File: config.mk
export PLATFORM = sky130hd
export DESIGN_NAME = mem_access_ctrl_flat
export DESIGN_NICKNAME = d
export VERILOG_FILES = /design/src/rtl/mem_access_ctrl_if.sv /design/src/rtl/mem_access_ctrl.sv /design/src/flat_wrapper.sv
export SDC_FILE = /design/constraint.sdc
export NUM_CORES = 1
export LEC_CHECK = 0
export CORE_AREA = 4 4 114 116
export CTS_CLUSTER_SIZE = 40
export DETAILED_ROUTE_END_ITERATION = 10
export DIE_AREA = 0 0 118 120
export PLACE_DENSITY = 0.79
export SLEW_MARGIN = 40
export SYNTH_ARGS = -nofsm -noshare
export SYNTH_HDL_FRONTEND = slang
export SYNTH_SLANG_ARGS = --single-unit
File: constraint.sdc
create_clock -name clk -period 2 [get_ports clk]
set_input_delay 0.4 -clock clk [delete_from_list [all_inputs] [get_ports clk]]
set_output_delay 0.4 -clock clk [all_outputs]
set_load 0.01 [all_outputs]
File: src/rtl/mem_access_ctrl_if.sv
// Data-bus bundle between the memory-stage access sequencer (master)
// and the data bus / memory system (slave).
interface mem_access_ctrl_if;
  logic        dreq_valid;
  logic [31:0] dreq_addr;
  logic [1:0]  dreq_size;
  logic [3:0]  dreq_strobe;
  logic [31:0] dreq_data;
  logic        dresp_addr_ok;
  logic        dresp_data_ok;
  logic [31:0] dresp_data;

  modport master (
    output dreq_valid, dreq_addr, dreq_size, dreq_strobe, dreq_data,
    input  dresp_addr_ok, dresp_data_ok, dresp_data
  );

  modport slave (
    input  dreq_valid, dreq_addr, dreq_size, dreq_strobe, dreq_data,
    output dresp_addr_ok, dresp_data_ok, dresp_data
  );
endinterface

File: src/rtl/mem_access_ctrl.sv
// Memory-stage data-bus sequencer: takes one load/store from the MEM stage,
// runs the dreq/dresp handshake, stalls the pipeline while the access is in
// flight and returns an aligned, extended load word on completion.
module mem_access_ctrl (
  input  logic              clk,
  input  logic              reset,
  input  logic              m_valid,
  input  logic              m_we,
  input  logic [1:0]        m_size,
  input  logic              m_unsigned,
  input  logic [31:0]       m_addr,
  input  logic [31:0]       m_wdata,
  output logic              stall,
  output logic              m_done,
  output logic              misalign,
  output logic [31:0]       load_data,
  mem_access_ctrl_if.master dbus
);

  typedef enum logic [1:0] {S_IDLE, S_REQ, S_WAIT, S_DONE} state_t;

  state_t      state, state_next;

  // Request registers: the op is frozen here once it leaves IDLE.
  logic        req_we;
  logic        req_unsigned;
  logic [1:0]  req_size;
  logic [1:0]  req_lane;

  logic        addr_aligned;
  logic        accept;
  logic        capture;
  logic [3:0]  st_strobe;
  logic [31:0] st_data;

  // Picks the addressed byte/half out of the raw bus word and extends it.
  function automatic logic [31:0] extend_load(input logic [31:0] word,
                                              input logic [1:0]  size,
                                              input logic        uns,
                                              input logic [1:0]  lane);
    logic [31:0] shifted;
    logic [7:0]  b;
    logic [15:0] h;
    shifted = word >> {lane, 3'b000};
    b       = shifted[7:0];
    h       = lane[1] ? word[31:16] : word[15:0];
    case (size)
      2'd0:    extend_load = {{24{b[7] & ~uns}}, b};
      2'd1:    extend_load = {{16{h[15] & ~uns}}, h};
      default: extend_load = word;
    endcase
  endfunction

  // Alignment of the incoming address for its size; size 3 behaves as word.
  always_comb begin
    // NOTE: every signal written here gets a default first, so no path leaves it unassigned and no latch is inferred.
    addr_aligned = 1'b1;
    case (m_size)
      2'd0:    addr_aligned = 1'b1;
      2'd1:    addr_aligned = ~m_addr[0];
      default: addr_aligned = (m_addr[1:0] == 2'b00);
    endcase
  end

  // Byte strobes and lane-replicated store data for the incoming op.
  always_comb begin
    st_strobe = 4'b0000;
    st_data   = m_wdata;
    case (m_size)
      2'd0: begin
        st_strobe = 4'b0001 << m_addr[1:0];
        st_data   = {4{m_wdata[7:0]}};
      end
      2'd1: begin
        st_strobe = 4'b0011 << {m_addr[1], 1'b0};
        st_data   = {2{m_wdata[15:0]}};
      end
      default: begin
        st_strobe = 4'b1111;
        st_data   = m_wdata;
      end
    endcase
    if (!m_we) st_strobe = 4'b0000;
  end

  // Next-state logic plus the combinational pipeline-facing outputs.
  always_comb begin
    state_next = state;
    stall      = 1'b0;
    m_done     = 1'b0;
    misalign   = 1'b0;
    accept     = 1'b0;
    capture    = 1'b0;
    case (state)
      S_IDLE: begin
        if (m_valid) begin
          if (addr_aligned) begin
            accept     = 1'b1;
            stall      = 1'b1;
            state_next = S_REQ;
          end else begin
            // Misaligned ops retire immediately without touching the bus.
            m_done   = 1'b1;
            misalign = 1'b1;
          end
        end
      end
      S_REQ: begin
        stall = 1'b1;
        if (dbus.dresp_addr_ok) begin
          if (dbus.dresp_data_ok) begin
            capture    = 1'b1;
            state_next = S_DONE;
          end else begin
            state_next = S_WAIT;
          end
        end
      end
      S_WAIT: begin
        stall = 1'b1;
        if (dbus.dresp_data_ok) begin
          capture    = 1'b1;
          state_next = S_DONE;
        end
      end
      S_DONE: begin
        m_done     = 1'b1;
        state_next = S_IDLE;
      end
      default: state_next = S_IDLE;
    endcase
    // Reset silences the pipeline-facing strobes in the same cycle.
    if (reset) begin
      stall    = 1'b0;
      m_done   = 1'b0;
      misalign = 1'b0;
      accept   = 1'b0;
      capture  = 1'b0;
    end
  end

  // State register with synchronous reset to IDLE.
  always_ff @(posedge clk) begin
    // NOTE: sequential state uses non-blocking assignments so every register samples pre-edge values regardless of statement order.
    if (reset) state <= S_IDLE;
    else       state <= state_next;
  end

  // Request latch, registered bus request and the captured load result.
  always_ff @(posedge clk) begin
    if (reset) begin
      req_we           <= 1'b0;
      req_unsigned     <= 1'b0;
      req_size         <= 2'd0;
      req_lane         <= 2'd0;
      dbus.dreq_valid  <= 1'b0;
      dbus.dreq_addr   <= 32'd0;
      dbus.dreq_size   <= 2'd0;
      dbus.dreq_strobe <= 4'd0;
      dbus.dreq_data   <= 32'd0;
      load_data        <= 32'd0;
    end else begin
      if (accept) begin
        req_we           <= m_we;
        req_unsigned     <= m_unsigned;
        req_size         <= m_size;
        req_lane         <= m_addr[1:0];
        dbus.dreq_valid  <= 1'b1;
        dbus.dreq_addr   <= {m_addr[31:2], 2'b00};
        dbus.dreq_size   <= m_size;
        dbus.dreq_strobe <= st_strobe;
        dbus.dreq_data   <= st_data;
      end else if (state == S_REQ && dbus.dresp_addr_ok) begin
        // The request is held stable until the bus accepts it.
        dbus.dreq_valid <= 1'b0;
      end
      if (capture) begin
        load_data <= req_we ? 32'd0
                            : extend_load(dbus.dresp_data, req_size, req_unsigned, req_lane);
      end
    end
  end

endmodule
File: src/flat_wrapper.sv
// flat-port wrapper written by rule: the top's interface ports become plain ports
module mem_access_ctrl_flat 
  (clk, reset, m_valid, m_we, m_size, m_unsigned, m_addr, m_wdata, stall, m_done, misalign, load_data, dbus_dreq_valid, dbus_dreq_addr, dbus_dreq_size, dbus_dreq_strobe, dbus_dreq_data, dbus_dresp_addr_ok, dbus_dresp_data_ok, dbus_dresp_data);
  mem_access_ctrl_if dbus_i ();
  input  logic clk;
  input  logic reset;
  input  logic m_valid;
  input  logic m_we;
  input  logic [1:0] m_size;
  input  logic m_unsigned;
  input  logic [31:0] m_addr;
  input  logic [31:0] m_wdata;
  output logic stall;
  output logic m_done;
  output logic misalign;
  output logic [31:0] load_data;
  output wire logic [$bits(dbus_i.dreq_valid)-1:0] dbus_dreq_valid;
  output wire logic [$bits(dbus_i.dreq_addr)-1:0] dbus_dreq_addr;
  output wire logic [$bits(dbus_i.dreq_size)-1:0] dbus_dreq_size;
  output wire logic [$bits(dbus_i.dreq_strobe)-1:0] dbus_dreq_strobe;
  output wire logic [$bits(dbus_i.dreq_data)-1:0] dbus_dreq_data;
  input wire logic [$bits(dbus_i.dresp_addr_ok)-1:0] dbus_dresp_addr_ok;
  input wire logic [$bits(dbus_i.dresp_data_ok)-1:0] dbus_dresp_data_ok;
  input wire logic [$bits(dbus_i.dresp_data)-1:0] dbus_dresp_data;
  assign dbus_dreq_valid = dbus_i.dreq_valid;
  assign dbus_dreq_addr = dbus_i.dreq_addr;
  assign dbus_dreq_size = dbus_i.dreq_size;
  assign dbus_dreq_strobe = dbus_i.dreq_strobe;
  assign dbus_dreq_data = dbus_i.dreq_data;
  assign dbus_i.dresp_addr_ok = dbus_dresp_addr_ok;
  assign dbus_i.dresp_data_ok = dbus_dresp_data_ok;
  assign dbus_i.dresp_data = dbus_dresp_data;
  mem_access_ctrl u_core (.clk(clk), .reset(reset), .m_valid(m_valid), .m_we(m_we), .m_size(m_size), .m_unsigned(m_unsigned), .m_addr(m_addr), .m_wdata(m_wdata), .stall(stall), .m_done(m_done), .misalign(misalign), .load_data(load_data), .dbus(dbus_i));
endmodule
==> summary.txt <==
Outcome
  • Run status: complete, no violations

Final layout
  • Most common cell after layout, fill and taps aside: clkdlybuf4s50_1
  • Nets: 897
  • Synth-to-layout area growth: 52.5%
  • Post-Route Utilization: 0.648
  • Post-route cell area: 7720 um^2
  • Most frequent cells in the layout: 202 x clkdlybuf4s50_1, 139 x nand2_1, 105 x dfxtp_1, 40 x nand3b_1, 31 x buf_4
  • Fill cell count: 992
  • N_diodes: 0
  • Fraction of layout cells with a size suffix above 1: 0.101
  • Non-Filler Instances: 937

STA
  • Final setup violation count: 0
  • Final Max Tran Viols: 0
  • Worst-Margin Slew: 0.695 ns
  • Max-slew headroom: 0.537
  • RSZ-0062 raised after global routing: no
  • Hold slack: 0.461 ns
  • Crit path time final: 1.90 ns
  • Final Hold Violating Endpoints: 0
  • Setup TNS: 0 ns
  • Highest Clock Rate: 0.527 GHz
  • Final period util: 0.948
  • Layout Skew: 0.00672 ns
  • Worst setup margin: 0.104 ns

Power and ir drop
  • Pwr Total: 6.55 mW
  • Register share of total power: 0.383
  • Leakage: 3.09 nW
  • Max VDD drop: 0.434 mV
  • Combinational share of power: 0.330
  • Sw Ratio: 0.299
  • P per Cell Area: 848 nW/um^2
  • Sw power: 1.96 mW
  • Clock power share: 0.287
  • Pint: 4.59 mW

Critical path
  • Critical path buffers and inverters: 2
  • Crit. Startpoint: u_core.dbus.dreq_size[0]$_SDFFE_PP0P_
  • Slowest cell on the critical path: clkdlybuf4s50_1
  • Critical Path RT: 1.60 ns
  • Crit path to: dbus_dreq_size[0]
  • Worst reg2reg path depth: 8
  • Crit path depth: 2
  • Worst R2R Setup Slack: 0.20 ns
  • Max incr delay on CP: 0.59 ns
  • Crit path max fanout: 17
  • Worst R2R End: u_core.load_data[30]$_SDFFE_PP0P_
  • CP delay by family, top: buffers and inverters
  • Crit path launch type: register
  • Worst path cell trace: buf_4 -> clkdlybuf4s50_1
  • Worst r2r src: u_core.state[1]$_SDFFE_PP0P_
  • Worst EP arrival: 1.50 ns
  • Worst setup EP type: output port
  • Crit Path Class: reg -> out

Floorplan
  • Core area: 11900 um^2
  • Die X: 118 um
  • # IOs: 211
  • Initial Util: 0.425
  • Row Count: 40
  • Die Height: 120 um
  • Die area: 14200 um^2

Placed design
  • DP Area: 7400 um^2
  • HPWL Detailed: 12.1 mm
  • Gpl congestion: 0.901
  • DP Cell Count: 922
  • Setup Slack @ Placement: -0.453 ns
  • Port Buffers: 208

Drt
  • Routed vias: 5052
  • Post-route DRC: 0
  • Routed WL per cell: 17.4 um
  • Post-Route WL: 16.3 mm
  • Antenna-violating nets left: 0
  • DR iter-0 viols: 428
  • Vias/cell: 5.39
  • Pre-antenna DRT Iters: 6

Global routing
  • Initial antenna violation count: 0
  • GR Overflow Total: 0
  • Largest net degree at the start of global routing: 53
  • First-pass GRT wire length: 25.5 mm
  • Gr usage total: 0.222
  • Vias in the first global route: 5000

Logic synthesis
  • Post-synth EDFFs: 0
  • Synth Register Bits: 107
  • Synth unique cells: 45
  • Predominant post-synthesis flop cell: dfxtp_1
  • Post-synth ARST share: 0
  • Mean Syn Cell Area: 8.75 um^2
  • Syn Std Cell Area: 5060 um^2
  • Synthesis Warnings: 0
  • Syn Inst Count: 579
  • Sequential area share after synthesis: 0.423

Clock network
  • Clk sinks: 107
  • CTS clk-pin slew, worst paths: 0.07 ns
  • H-tree levels: 3
  • Root Buffer: clkbuf_16
  • Total clock buffers created by CTS: 9
  • Clock tree buffer depth: 2
  • Clock latency on the worst-skew pair: 0.35 ns
  • CTS tree: yes
  • Number of post-CTS setup repair buffers: 0

Flow run
  • Max_cap viols: 0

Min path
  • Min-Delay Path Class: reg -> reg
[power groups by stage]
stage	combinational (mW)	sequential, mW	clock [mW]
after floorplan	0.984	2.63	0
after CTS	2.16	2.50	1.93
after global placement	2.06	2.54	0
final	2.16	2.51	1.88
after detailed placement	2.12	2.55	0
after global routing	2.35	2.53	1.99
[layout make-up]
type	count	area, um^2	area share
multi-input cells	422	2700	0.349
clock buffers	11	233	0.0301
inverters	3	11.3	0.00146
repair buffers	243	2380	0.308
clock inverters	4	76.3	0.00988
flip-flops and latches	107	2140	0.278
well taps	147	184	0.0238
[tightest hold or removal path, stage by stage, from the launching register on]
cell and delay [ns]:
dfxtp_1 0.31, nand2_1 0.05, a21oi_1 0.05
[logic make-up after synthesis]
family,count (synthesis),synth area share
flops,107,0.423
buf+inv,51,0.0514
mux,35,0.0731
other cells,1,0.000740
compound gates,131,0.196
fa+ha+maj,6,0.0148
simple gates,248,0.241
[cell usage after synthesis (6+ instances only)]
cell	number	area share
buf_2	19	0.019
nand2_1	139	0.10
a21oi_1	17	0.017
mux2i_1	25	0.049
o21ai_0	21	0.021
nand3b_1	40	0.059
a311oi_1	8	0.014
mux2_2	8	0.018
a32o_1	8	0.016
nand2b_1	17	0.021
a211oi_1	10	0.015
nor2b_1	11	0.014
ha_1	6	0.015
a222oi_1	7	0.014
a21o_1	17	0.025
dfxtp_1	107	0.42
clkbuf_1	20	0.015
a22o_1	23	0.040
o21ai_1	8	0.0079
nor2_1	29	0.021
[flip-flops by register name, indices dropped and copies added, names as in the netlist]
register                 cells
u_core.dbus.dreq_addr       30
u_core.dbus.dreq_data       32
u_core.dbus.dreq_size        2
u_core.dbus.dreq_strobe      4
u_core.dbus.dreq_valid       1
u_core.load_data            32
u_core.req_lane              2
u_core.req_unsigned          1
u_core.req_we                1
u_core.state                 2
[worst min path at each step]
stage                                                  from                                      end  slack [ns]  cells past startpoint
global route               u_core.load_data[5]$_SDFFE_PP0P_         u_core.load_data[5]$_SDFFE_PP0P_        0.49                      1
floorplan           u_core.dbus.dreq_strobe[2]$_SDFFE_PP0P_  u_core.dbus.dreq_strobe[2]$_SDFFE_PP0P_        0.48                      2
detailed placement   u_core.dbus.dreq_data[24]$_SDFFE_PP0P_   u_core.dbus.dreq_data[24]$_SDFFE_PP0P_        0.45                      2
CTS                  u_core.dbus.dreq_data[29]$_SDFFE_PP0P_   u_core.dbus.dreq_data[29]$_SDFFE_PP0P_        0.46                      2
finish               u_core.dbus.dreq_data[29]$_SDFFE_PP0P_   u_core.dbus.dreq_data[29]$_SDFFE_PP0P_        0.46                      2
global placement     u_core.dbus.dreq_data[31]$_SDFFE_PP0P_   u_core.dbus.dreq_data[31]$_SDFFE_PP0P_        0.44                      2
[metal layers]
layer / track usage / vias to the layer above / share of wire
li1: - / 2443 / -
met1: 0.259 / 2370 / 0.41
met2: 0.367 / 220 / 0.47
met3: 0.0848 / 19 / 0.098
met4: 0.0894 / 0 / 0.022
met5: 0 / - / 0
[what timing repair did]
| action | in CTS | in global routing |
|---|---|---|
| gates resized for setup | 14 | 8 |
| setup endpoints to repair | 3 | 4 |
| hold buffers | 0 | 0 |
| endpoints found under the hold margin | 0 | 0 |
| pin swaps | 3 | 1 |
Note: power is estimated with default switching activity, not from simulation.
